File: src/rtl/mem_bus_arbiter.sv
// Two-port (CPU / DMA) round-robin arbiter onto a single synchronous memory bus.
// Each access is ACCESS (strobe + grant) followed by DONE (read data returned).
module mem_bus_arbiter #(
    parameter int unsigned ADDR_WIDTH = 16,
    parameter int unsigned DATA_WIDTH = 8
) (
    input  logic                  clk,
    input  logic                  reset,

    input  logic                  cpu_req,
    input  logic                  cpu_we,
    input  logic [ADDR_WIDTH-1:0] cpu_addr,
    input  logic [DATA_WIDTH-1:0] cpu_wdata,
    output logic                  cpu_gnt,
    output logic                  cpu_rvalid,

    input  logic                  dma_req,
    input  logic                  dma_we,
    input  logic [ADDR_WIDTH-1:0] dma_addr,
    input  logic [DATA_WIDTH-1:0] dma_wdata,
    output logic                  dma_gnt,
    output logic                  dma_rvalid,

    output logic [DATA_WIDTH-1:0] rdata,

    output logic [ADDR_WIDTH-1:0] mem_address,
    output logic                  mem_read,
    output logic                  mem_write,
    output logic [DATA_WIDTH-1:0] mem_wdata,
    input  logic [DATA_WIDTH-1:0] mem_rdata
);

    typedef enum logic [1:0] {
        StIdle   = 2'd0,
        StAccess = 2'd1,
        StDone   = 2'd2
    } state_t;

    state_t                r_state;
    logic                  r_last_dma;
    logic                  r_id_dma;
    logic                  r_we;
    logic [ADDR_WIDTH-1:0] r_addr;
    logic [DATA_WIDTH-1:0] r_wdata;

    logic                  r_cpu_gnt;
    logic                  r_dma_gnt;
    logic                  r_cpu_rvalid;
    logic                  r_dma_rvalid;
    logic                  r_mem_read;
    logic                  r_mem_write;
    logic [ADDR_WIDTH-1:0] r_mem_address;
    logic [DATA_WIDTH-1:0] r_mem_wdata;

    logic                  w_any_req;
    logic                  w_pick_dma;
    logic                  w_we;
    logic [ADDR_WIDTH-1:0] w_addr;
    logic [DATA_WIDTH-1:0] w_wdata;

    // On a tie the side that was not granted last wins.
    always_comb begin
        w_any_req  = cpu_req | dma_req;
        w_pick_dma = dma_req & (~cpu_req | ~r_last_dma);
        w_we       = w_pick_dma ? dma_we    : cpu_we;
        w_addr     = w_pick_dma ? dma_addr  : cpu_addr;
        w_wdata    = w_pick_dma ? dma_wdata : cpu_wdata;
    end

    always_ff @(posedge clk) begin
        if (!reset) begin
            r_state       <= StIdle;
            r_last_dma    <= 1'b1;
            r_id_dma      <= 1'b0;
            r_we          <= 1'b0;
            r_addr        <= '0;
            r_wdata       <= '0;
            r_cpu_gnt     <= 1'b0;
            r_dma_gnt     <= 1'b0;
            r_cpu_rvalid  <= 1'b0;
            r_dma_rvalid  <= 1'b0;
            r_mem_read    <= 1'b0;
            r_mem_write   <= 1'b0;
            r_mem_address <= '0;
            r_mem_wdata   <= '0;
        end else begin
            r_cpu_gnt     <= 1'b0;
            r_dma_gnt     <= 1'b0;
            r_cpu_rvalid  <= 1'b0;
            r_dma_rvalid  <= 1'b0;
            r_mem_read    <= 1'b0;
            r_mem_write   <= 1'b0;
            r_mem_address <= '0;
            r_mem_wdata   <= '0;

            unique case (r_state)
                StIdle, StDone: begin
                    if (w_any_req) begin
                        r_state       <= StAccess;
                        r_last_dma    <= w_pick_dma;
                        r_id_dma      <= w_pick_dma;
                        r_we          <= w_we;
                        r_addr        <= w_addr;
                        r_wdata       <= w_wdata;
                        // Bus outputs are registered, so they come up with ACCESS.
                        r_cpu_gnt     <= ~w_pick_dma;
                        r_dma_gnt     <= w_pick_dma;
                        r_mem_read    <= ~w_we;
                        r_mem_write   <= w_we;
                        r_mem_address <= w_addr;
                        r_mem_wdata   <= w_wdata;
                    end else begin
                        r_state <= StIdle;
                    end
                end
                StAccess: begin
                    r_state      <= StDone;
                    r_cpu_rvalid <= ~r_we & ~r_id_dma;
                    r_dma_rvalid <= ~r_we & r_id_dma;
                end
                default: begin
                    r_state <= StIdle;
                end
            endcase
        end
    end

    assign cpu_gnt     = r_cpu_gnt;
    assign dma_gnt     = r_dma_gnt;
    assign cpu_rvalid  = r_cpu_rvalid;
    assign dma_rvalid  = r_dma_rvalid;
    assign mem_read    = r_mem_read;
    assign mem_write   = r_mem_write;
    assign mem_address = r_mem_address;
    assign mem_wdata   = r_mem_wdata;
    // Memory data passes straight through during DONE; held at 0 otherwise.
    assign rdata       = (r_cpu_rvalid | r_dma_rvalid) ? mem_rdata : '0;

endmodule

File: config.mk
export PLATFORM = sky130hd
export DESIGN_NAME = mem_bus_arbiter
export DESIGN_NICKNAME = d
export VERILOG_FILES = /design/src/rtl/mem_bus_arbiter.sv
export SDC_FILE = /design/constraint.sdc
export NUM_CORES = 1
export LEC_CHECK = 0
export CAP_MARGIN = 20
export CORE_MARGIN = 2
export CORE_UTILIZATION = 34
export DETAILED_ROUTE_END_ITERATION = 7
export GPL_TIMING_DRIVEN = 0
export PLACE_DENSITY_LB_ADDON = 0.3
export SLEW_MARGIN = 20
export SYNTH_ARGS = -nofsm -noshare
export SYNTH_HDL_FRONTEND = slang
export SYNTH_SLANG_ARGS = --single-unit
File: constraint.sdc
create_clock -name clk -period 2.1 [get_ports clk]
set_clock_uncertainty 0.05 [all_clocks]
set_input_delay 0.42 -clock clk [delete_from_list [all_inputs] [get_ports clk]]
set_output_delay 0.42 -clock clk [all_outputs]
set_load 0.03 [all_outputs]
==> results by group, run 1 <==
Finish
  • Share of cells above drive strength 1: 11.4%
  • Core Util, Final: 68.8%
  • Antenna Cells: 0
  • Final net count: 263
  • FILL cells: 275
  • Area Growth Syn to Fin: 94.1%

STA
  • Fin crit share: 90.2%
  • Worst-Margin Slew: 0.369 ns
  • Endpoints failing hold: 0
  • Slew HR: 75.4%
  • Fmax: 528 MHz
  • Hold Slack: 0.405 ns
  • Final Slew Violations: 0
  • RSZ-0062 raised after global routing: no
  • Fin crit period: 1.89 ns
  • Setup-failing EPs final: 0

GRT
  • GRT Util Overall: 18.1%
  • Initial antenna violation count: 0
  • Vias in the first global route: 1,168
  • Gr ovfl total: 0
  • First-pass GRT wire length: 5550 um
  • Pin count of the biggest net entering global routing: 13

Detailed routing
  • WL/cell: 13.7 um
  • Via count: 1,131
  • Residual DRC: 0
  • Final ANT Viol Nets: 0
  • DR vias/cell: 4.56
  • DR iter-0 viols: 20
  • Drt pass-1 iters: 2
  • Total Wirelength: 3390 um

Critical path
  • Worst-path fanout max: 1
  • Crit end category: output port
  • Slowest stage delay, CP: 0.46 ns
  • Cell family with the largest share of critical-path delay: buffers and inverters
  • Max stage delay cell, worst path: clkdlybuf4s50_1
  • Worst endpoint required time: 1.63 ns
  • Kind of critical path: in -> out
  • CP Launch Type: input pin
  • Flop2flop setup slack: 0.77 ns
  • WP data arrival: 1.42 ns
  • Worst-path cell chain: clkdlybuf4s50_1 -> nor2b_1 -> dlygate4sd2_1
  • Buf/Inv on CP: 2

Floorplanning
  • CORE AREA: 3360 um2
  • Die extent in x: 63.2 um
  • Initial core utilization: 35.5%
  • Die H: 63.2 um
  • Site Rows: 21
  • Die Area: 4000 um2
  • Boundary Pins: 100

Yosys
  • Post-synthesis cell type count: 22
  • Warnings from Yosys: 0
  • Mapped Nets: 157
  • EDFF count, synth: 0
  • Most numerous cell in the Yosys netlist: dfxtp_1
  • Cells after Synth: 95
  • Yosys top cell by area: dfxtp_1
  • Main flop type after synthesis: dfxtp_1
  • Share of the synthesized area in the top cell type: 58.8%
  • Synth Area per Inst: 12.6 um2
  • Top post-synthesis cells by area: dfxtp_1, a22o_1, nor2b_1
  • Top post-synthesis cells by count: dfxtp_1, a22o_1, nor2b_1
  • Synthesized cell area: 1190 um2
  • Ys async rst share: 0%
  • FF+latch count, synth: 35
  • Seq/Total Area, Yosys: 58.8%

Power and ir drop
  • PnR Total Power: 0.00157 W
  • IR drop worst, VDD: 0.000482 V
  • Static leakage: 0.946 nW
  • Power per cell area: 677 nW/um2

Clock network
  • Htree depth: 2
  • Hold_buf cts: 0
  • Clk_lat worst skew: 0.33 ns
  • TritonCTS Buffers: 5
  • Worst-path clk slew: 0.09 ns
  • Clock Path Buffers: 2
  • Num Clock Sinks: 35
  • Clock Tree Root: clkbuf_4
  • CTS tree: built

Job
  • Max-Cap Viols: 0

Hold path
  • Worst Hold Class: reg -> reg

Placed design
  • GPL Wtd Cong: 0.675
  • PortBufs: 99
  • Dpl hpwl: 2850 um

Outcome
  • Status: finished, final reports clean
## power breakdown
part / internal [W] / switching [W] / total [W] / leakage (nW)
Combinational: 0.000215 / 0.000159 / 0.000373 / 0.613
Clock: 0.000250 / 0.000220 / 0.000471 / 0.0452
Sequential: 0.000707 / 0.0000161 / 0.000723 / 0.288
Total: 0.00117 / 0.000395 / 0.00157 / 0.946
## stage by stage
stage,instance area (um2),cells,setup slack (ns),TNS [ns]
after floorplan,1190,95,0.492,0
after global placement,2240,240,-0.0260,-0.185
after detailed placement,2240,240,-0.0818,-0.428
after CTS,2310,248,0.197,0
after global routing,2310,248,0.156,0
final,2310,248,0.206,0
## kinds of logic after synthesis
| logic type | synth area share (%) |
|---|---|
| DFF | 58.8 |
| and+or+nand+nor | 13.4 |
| muxes | 1.68 |
| buffers and inverters | 5.04 |
| AOI/OAI and AO/OA | 21.1 |
## sequential cells by signal, indices dropped and copies added (netlist names)
name,count
cpu_gnt,1
cpu_rvalid,1
dma_gnt,1
dma_rvalid,1
mem_address,16
mem_read,1
mem_wdata,8
mem_write,1
r_id_dma,1
r_last_dma,1
r_state,2
r_we,1
## worst paths after layout
check	start	end	cells past startpoint
worst min-delay path	r_we$_SDFFE_PN0P_	dma_rvalid$_SDFF_PN0_	1
worst min register to register	r_we$_SDFFE_PN0P_	dma_rvalid$_SDFF_PN0_	1
worst max-delay path	mem_rdata[3]	rdata[3]	3
worst max register to register	r_state[0]$_SDFF_PN0_	mem_address[6]$_SDFF_PN0_	4
## area by class of cell
class | instances | area [um2] | share of cell area [%]
Clock inverter | 3 | 43.8 | 1.89
Buffer | 5 | 56.3 | 2.43
Inverter | 1 | 3.75 | 0.162
Clock buffer | 5 | 37.5 | 1.62
Sequential cell | 35 | 701 | 30.3
Timing Repair Buffer | 99 | 981 | 42.4
Tap cell | 46 | 57.6 | 2.49
Multi-Input combinational cell | 54 | 434 | 18.8
## per-layer routing
| metal | track usage [%] | vias up | wire length [um] |
|---|---|---|---|
| met5 | 0 | - | 0 |
| met2 | 33.4 | 47 | 1870 |
| met4 | 7.34 | 0 | 70 |
| met1 | 18.0 | 523 | 1170 |
| met3 | 7.32 | 7 | 274 |
| li1 | - | 554 | - |
## timing repair
item	CTS	global route
resized for setup	9	0
setup endpoints to repair	8	0
buffers inserted	0	0
## layout by cell type (no fill, tap or decap)
| cell type | n |
|---|---|
| clkdlybuf4s50_1 | 91 |
| dfxtp_1 | 35 |
| a22o_1 | 19 |
| nor2b_1 | 11 |
| dlygate4sd2_1 | 8 |
| buf_6 | 5 |
| a22o_2 | 5 |
| clkbuf_4 | 5 |
| nand2_1 | 2 |
| mux2i_1 | 2 |
| and2_1 | 2 |
| nor2_2 | 1 |
| nand2b_4 | 1 |
| nor3b_4 | 1 |
| nor2b_2 | 1 |
| and3_1 | 1 |
| nand3b_1 | 1 |
| inv_1 | 1 |
| a22oi_1 | 1 |
| o21ba_2 | 1 |
| a21boi_0 | 1 |
| o21ai_0 | 1 |
| a21oi_1 | 1 |
| nor3_1 | 1 |
| nor3b_1 | 1 |
| clkinv_4 | 1 |
| clkinv_2 | 1 |
| bufinv_16 | 1 |
No activity file was read; power rests on OpenSTA's default activity.
==> run 2: changes to the inputs <==
--- a/config.mk
+++ b/config.mk
@@ -6,8 +6,8 @@
 export NUM_CORES = 1
 export LEC_CHECK = 0
 export CAP_MARGIN = 20
-export CORE_MARGIN = 2
-export CORE_UTILIZATION = 34
+export CORE_MARGIN = 4
+export CORE_UTILIZATION = 30
 export DETAILED_ROUTE_END_ITERATION = 7
 export GPL_TIMING_DRIVEN = 0
 export PLACE_DENSITY_LB_ADDON = 0.3
==> run 2 against run 1 <==
Sequential cell count is the same. Cell count grew 0.40%. Power grew 5.2%. Non-clock buffer count is the same. Clock-buffer cell count grew 1. Global-route usage shrank 4.7 points. Via count shrank 1.7%. Critical path depth is the same. Worst hold slack gained 0.0063 ns. Utilization shrank 6.4 points. Die area grew 26%. Critical path type is now reg -> out. Largest cell class unchanged.
==> results by group, run 2 (synthesis results as in run 1) <==
Outcome
  • Status: finished, final reports clean

Floorplanning
  • Die H: 71.0 um (+12%)
  • Die extent in x: 71.0 um (+12%)
  • Initial core utilization: 31.9% (-3.6 points)
  • Boundary Pins: 100 (unchanged)
  • CORE AREA: 3740 um2 (+11%)
  • Die Area: 5050 um2 (+26%)
  • Site Rows: 22 (+4.8%)

Power and ir drop
  • Static leakage: 0.952 nW (+0.56%)
  • Power per cell area: 705 nW/um2 (+4.2%)
  • PnR Total Power: 0.00165 W (+5.2%)
  • IR drop worst, VDD: 0.000338 V (-30%)

Detailed routing
  • WL/cell: 13.9 um (+1.5%)
  • Residual DRC: 0 (unchanged)
  • Total Wirelength: 3460 um (+1.9%)
  • Drt pass-1 iters: 4 (+2)
  • DR iter-0 viols: 26 (+30%)
  • Via count: 1,112 (-1.7%)
  • Final ANT Viol Nets: 0 (unchanged)
  • DR vias/cell: 4.47 (-2.1%)

Finish
  • Final cell count without fillers: 249 (+0.40%)
  • Max FFs per register: 16 (unchanged)
  • Antenna Cells: 0 (unchanged)
  • Share of cells above drive strength 1: 9.95% (-1.4 points)
  • Area Growth Syn to Fin: 95.9%
  • Final Instance Area: 2340 um2 (+0.92%)
  • Commonest cells after routing, fill and taps aside: clkdlybuf4s50_1, dfxtp_1, a22o_1
  • Final net count: 263 (unchanged)
  • Commonest non-fill, non-tap cell in the layout: clkdlybuf4s50_1

Clock network
  • Htree depth: 2 (unchanged)
  • Clock Tree Root: clkbuf_8
  • Clock Path Buffers: 2 (unchanged)
  • Worst-path clk slew: 0.06 ns (-0.03 ns)
  • Num Clock Sinks: 35 (unchanged)
  • # Post-CTS Setup Buffers: 0 (unchanged)
  • CTS tree: built
  • TritonCTS Buffers: 5 (unchanged)
  • Clk_lat worst skew: 0.27 ns (-0.06 ns)
  • Hold_buf cts: 0 (unchanged)
  • CTS resizes: 8 (-1)

STA
  • Fmax: 533 MHz (+1.0%)
  • Setup TNS: 0 ns (unchanged)
  • Worst-Margin Slew: 0.443 ns (+0.0741 ns)
  • RSZ-0062 raised after global routing: no
  • Final Slew Violations: 0 (unchanged)
  • Fin crit period: 1.87 ns (-0.0193 ns)
  • Hold Slack: 0.411 ns (+0.00626 ns)
  • Setup-failing EPs final: 0 (unchanged)
  • Fin crit share: 89.3% (-0.92 points)
  • Slew HR: 70.4% (-5.0 points)
  • Endpoints failing hold: 0 (unchanged)

Placed design
  • PortBufs: 99 (unchanged)
  • Post-DP Area: 2240 um2 (+0.11%)
  • GPL Wtd Cong: 0.776 (+15%)
  • Placed cells: 242 (+0.83%)
  • Dpl hpwl: 2900 um (+1.7%)

GRT
  • Gr ovfl total: 0 (unchanged)
  • GRT Util Overall: 13.5% (-4.7 points)
  • First-pass GRT wire length: 5220 um (-6.1%)
  • Initial antenna violation count: 0 (unchanged)
  • Pin count of the biggest net entering global routing: 11 (-2)
  • Vias in the first global route: 1,100 (-5.8%)

Critical path
  • Worst endpoint required time: 1.63 ns (about the same)
  • CP Launch Type: flip-flop
  • Crit end category: output port
  • Flop2flop setup slack: 0.76 ns (about the same)
  • WP data arrival: 1.40 ns (-0.02 ns)
  • Worst-path fanout max: 8 (+7)
  • Kind of critical path: reg -> out

Job
  • Max-Cap Viols: 0 (unchanged)

Hold path
  • Worst Hold Class: reg -> reg
-- run 2: changes by cell type in the layout (fill, tap and decap cells not counted), sizes merged --
cell	before	now
clkbuf	5	6
clkinv	2	0
-- run 2: final timing paths --
| check | cells after the start | endpoint | startpoint |
|---|---|---|---|
| setup / recovery | 3 | rdata[7] | dma_rvalid$_SDFF_PN0_ |
| hold / removal | 1 | dma_rvalid$_SDFF_PN0_ | r_we$_SDFFE_PN0P_ |
| setup reg to reg | 4 | mem_address[14]$_SDFF_PN0_ | r_state[0]$_SDFF_PN0_ |
| hold reg to reg | 1 | dma_rvalid$_SDFF_PN0_ | r_we$_SDFFE_PN0P_ |
-- run 2: final cells by class --
| class | count | area, um2 |
|---|---|---|
| multi-input cells | 54 | 432 |
| well taps | 48 | 60.1 |
| fillers | 319 | 1410 |
| clock buffers | 6 | 72.6 |
| inverters | 1 | 3.75 |
| repair buffers | 99 | 981 |
| flip-flops and latches | 35 | 701 |
| plain buffers | 5 | 56.3 |
| clock inverters | 1 | 30.0 |
-- run 2: through the flow --
step / setup slack [ns] / utilization (%)
global placement: -0.0316 / 59.9
global route: 0.0746 / 62.4
CTS: 0.199 / 62.4
detailed placement: -0.0642 / 59.9
finish: 0.225 / 62.4
floorplan: 0.492 / -
-- run 2: per-layer routing --
| metal | vias to the layer above | part of all wire (%) | global-route usage, % |
|---|---|---|---|
| met5 | - | 0 | 0 |
| met4 | 0 | 2.1 | 6.26 |
| met3 | 7 | 8.4 | 4.83 |
| met2 | 54 | 53 | 24.7 |
| met1 | 499 | 36 | 13.4 |
| li1 | 552 | - | - |
-- run 2: power by group --
group / switching, W / internal (W)
logic: 0.000159 / 0.000214
clock network: 0.000204 / 0.000347
registers: 0.0000155 / 0.000708
total: 0.000378 / 0.00127
-- run 2: critical path: stages, from the launching register on --
cell and delay [ns]:
dfxtp_1 0.31, nor2_1 0.36, nor2b_1 0.09, dlygate4sd2_1 0.37
==> run 3: changes to the inputs <==
--- a/config.mk
+++ b/config.mk
@@ -5,12 +5,13 @@
 export SDC_FILE = /design/constraint.sdc
 export NUM_CORES = 1
 export LEC_CHECK = 0
-export CAP_MARGIN = 20
+export ABC_AREA = 1
 export CORE_MARGIN = 4
 export CORE_UTILIZATION = 30
 export DETAILED_ROUTE_END_ITERATION = 7
 export GPL_TIMING_DRIVEN = 0
 export PLACE_DENSITY_LB_ADDON = 0.3
+export RECOVER_POWER = 50
 export SLEW_MARGIN = 20
 export SYNTH_ARGS = -nofsm -noshare
 export SYNTH_HDL_FRONTEND = slang
==> run 3 against run 2 <==
Cell area increased by 4.8%. Power fell by 5.2%. Sequential share of layout area fell by 1.4 points. Global-route usage rose by 0.086 points. Combinational power grew 11%. Critical path type is now in -> out.
==> results by group, run 3 <==
STA
  • Fin crit period: 1.87 ns (-0.00469 ns)
  • Fmax: 535 MHz (+0.25%)
  • Setup-failing EPs final: 0 (unchanged)
  • Endpoints failing hold: 0 (unchanged)
  • Final Slew Violations: 0 (unchanged)
  • Setup ws final: 0.230 ns (+0.00469 ns)
  • Setup TNS: 0 ns (unchanged)
  • RSZ-0062 raised after global routing: no
  • Worst-Margin Slew: 0.454 ns (+0.0108 ns)
  • Fin crit share: 89.1% (-0.22 points)
  • Slew HR: 69.6% (-0.72 points)
  • Hold Slack: 0.392 ns (-0.0187 ns)

Clock network
  • TritonCTS Buffers: 5 (unchanged)
  • Htree depth: 2 (unchanged)
  • Worst-path clk slew: 0.06 ns (about the same)
  • # Post-CTS Setup Buffers: 0 (unchanged)
  • Clock Tree Root: clkbuf_8
  • CTS tree: built
  • Clk_lat worst skew: 0.28 ns (about the same)
  • Hold_buf cts: 0 (unchanged)
  • CTS resizes: 8 (unchanged)
  • Clock Path Buffers: 2 (unchanged)
  • Num Clock Sinks: 35 (unchanged)

Detailed routing
  • Total Wirelength: 3910 um (+13%)
  • Residual DRC: 0 (unchanged)
  • WL/cell: 12.2 um (-12%)
  • Via count: 1,413 (+27%)
  • DR iter-0 viols: 75 (+190%)
  • Drt pass-1 iters: 4 (unchanged)
  • DR vias/cell: 4.40 (-1.4%)
  • Final ANT Viol Nets: 0 (unchanged)

Yosys
  • Post-synthesis mux area share: 0% (-1.7 points)
  • Seq/Total Area, Yosys: 49.3% (-9.5 points)
  • Cells after Synth: 165 (+74%)
  • Area share of fa/ha/maj cells after synthesis: 0% (unchanged)
  • Yosys top cell by area: dfxtp_1
  • Mapped Nets: 227 (+45%)
  • Top post-synthesis cells by count: dfxtp_1, nand2_1, nand3_1
  • Largest family of logic cells by synthesized area: simple AND/OR/NAND/NOR gates
  • Synthesized cell area: 1420 um2 (+19%)
  • Warnings from Yosys: 0 (unchanged)
  • Ys async rst share: 0% (unchanged)
  • EDFF count, synth: 0 (unchanged)
  • FF+latch count, synth: 35 (unchanged)
  • Main flop type after synthesis: dfxtp_1
  • Top post-synthesis cells by area: dfxtp_1, a21oi_2, nand3_1
  • Post-synthesis cell type count: 16 (-27%)
  • Synth Area in Compound Gates: 13.6% (-7.5 points)
  • Share of the synthesized area in the top cell type: 49.3% (-9.5 points)
  • Simple-gate share of the synthesized area: 28.1% (+15 points)
  • Synth Area per Inst: 8.61 um2 (-31%)
  • Most numerous cell in the Yosys netlist: dfxtp_1
  • Post-Synth XOR/XNOR Area: 0% (unchanged)

Floorplanning
  • Die H: 76.8 um (+8.1%)
  • CORE AREA: 4470 um2 (+20%)
  • Die extent in x: 76.8 um (+8.1%)
  • Initial core utilization: 31.8% (-0.084 points)
  • Site Rows: 24 (+9.1%)
  • Die Area: 5900 um2 (+17%)
  • Boundary Pins: 100 (unchanged)

Power and ir drop
  • IR drop worst, VDD: 0.000333 V (-1.6%)
  • Total net switching power: 0.000428 W (+13%)
  • Sw frac: 27.4% (+4.4 points)
  • Sequential share of power: 46.0% (+2.1 points)
  • Power per cell area: 638 nW/um2 (-9.5%)
  • Combinational Power Share: 26.4% (+3.8 points)
  • Static leakage: 1.08 nW (+14%)
  • Total internal power: 0.00113 W (-11%)
  • Clock network fraction of total power: 27.5% (-6.0 points)

Finish
  • Final cell count without fillers: 321 (+29%)
  • Area Growth Syn to Fin: 72.3%
  • Commonest cells after routing, fill and taps aside: clkdlybuf4s50_1, nand2_1, dfxtp_1
  • Final Instance Area: 2450 um2 (+4.8%)
  • Antenna Cells: 0 (unchanged)
  • Final net count: 332 (+26%)
  • Commonest non-fill, non-tap cell in the layout: clkdlybuf4s50_1
  • Share of cells above drive strength 1: 8.18% (-1.8 points)
  • Max FFs per register: 16 (unchanged)

Critical path
  • Worst-path cell chain: clkdlybuf4s50_1 -> inv_1 -> nor2_1 -> dlygate4sd2_1
  • Slowest stage delay, CP: 0.46 ns (+0.09 ns)
  • Critical path origin: mem_rdata[5]
  • Max stage delay cell, worst path: clkdlybuf4s50_1
  • Worst-path fanout max: 1 (-7)
  • Worst endpoint required time: 1.63 ns (about the same)
  • Kind of critical path: in -> out
  • Reg2Reg Launch Point: r_last_dma$_SDFFE_PN1P_
  • Flop2flop setup slack: 0.74 ns (-0.02 ns)
  • CP Launch Type: input pin
  • Reg2reg end: mem_address[9]$_SDFF_PN0_
  • Setup crit end: rdata[5]
  • R2R depth: 5 (+1)
  • WP data arrival: 1.40 ns (about the same)
  • Crit end category: output port

Placed design
  • Pre-CTS setup slack: -0.0622 ns (+0.00202 ns)
  • PortBufs: 98 (-1.0%)
  • GPL Wtd Cong: 0.723 (-6.8%)
  • Placed cells: 315 (+30%)
  • Dpl hpwl: 2950 um (+1.7%)
  • Post-DP Area: 2470 um2 (+10%)

GRT
  • Gr ovfl total: 0 (unchanged)
  • GRT Util Overall: 13.6% (+0.086 points)
  • Initial antenna violation count: 0 (unchanged)
  • First-pass GRT wire length: 6300 um (+21%)
  • Vias in the first global route: 1,367 (+24%)
  • Pin count of the biggest net entering global routing: 11 (unchanged)

Job
  • Max-Cap Viols: 0 (unchanged)

Hold path
  • Worst Hold Class: in -> reg

Outcome
  • Status: finished, final reports clean
## run 3: cell types whose count changed in the layout (fill, tap and decap cells not counted), sizes merged, moves of 3 or more
cell           before  now
nand2               2   37
a21oi               1   24
nor2b              12    0
dlygate4sd3         0    3
nor2                1   15
buf                 5    9
inv                 1   14
a22o               24    0
nand3               0   28
clkdlybuf4s50      91   87
## run 3: power groups by stage
stage          logic [W]  clock network [W]  registers (W)
2_1_floorplan   0.000151                  0       0.000806
3_3_place_gp    0.000441                  0       0.000734
3_5_place_dp    0.000444                  0       0.000736
4_1_cts         0.000441           0.000452       0.000721
5_1_grt         0.000446           0.000476       0.000723
6_report        0.000413           0.000430       0.000719
## run 3: worst min path at each step
stage | start | to | slack (ns) | depth (start not counted)
floorplan | r_we$_SDFFE_PN0P_ | dma_rvalid$_SDFF_PN0_ | 0.36 | 1
detailed placement | r_we$_SDFFE_PN0P_ | dma_rvalid$_SDFF_PN0_ | 0.38 | 1
global route | dma_req | mem_wdata[3]$_SDFF_PN0_ | 0.39 | 3
global placement | r_id_dma$_SDFFE_PN0P_ | cpu_rvalid$_SDFF_PN0_ | 0.38 | 1
CTS | dma_req | mem_wdata[3]$_SDFF_PN0_ | 0.40 | 3
finish | dma_req | mem_wdata[2]$_SDFF_PN0_ | 0.39 | 3
## run 3: stage by stage
| step | utilization (%) | total power (W) |
|---|---|---|
| 2_1_floorplan | - | 0.000956 |
| 3_3_place_gp | 55.1 | 0.00118 |
| 3_5_place_dp | 55.1 | 0.00118 |
| 4_1_cts | 56.5 | 0.00161 |
| 5_1_grt | 54.7 | 0.00164 |
| 6_report | 54.7 | 0.00156 |
## run 3: cell type report
type	instances	area, um2
Fill cell	447	2030
Clock buffer	6	72.6
Multi-Input combinational cell	107	510
Timing Repair Buffer	98	971
Sequential cell	35	701
Tap cell	52	65.1
Buffer	9	76.3
Inverter	14	52.6
## run 3: layer usage
metal / part of all wire (%) / vias up / GRT usage, %
met5: 0 / - / 0
met4: 1.7 / 0 / 6.52
met3: 9.2 / 5 / 6.09
met2: 49 / 57 / 23.3
met1: 40 / 614 / 14.0
li1: - / 737 / -
## run 3: cells by family (layout without fill, tap and decap cells)
group                  Yosys count  in the layout
AND/OR/NAND/NOR                 82             82
flip-flops                      35             35
buffers and inverters           23            127
AO/OA/AOI/OAI                   25             25
## run 3: critical path: cells and delay by family
family / cells / cell delay (ns)
simple gates: 1 / 0.08
buf+inv: 3 / 0.90
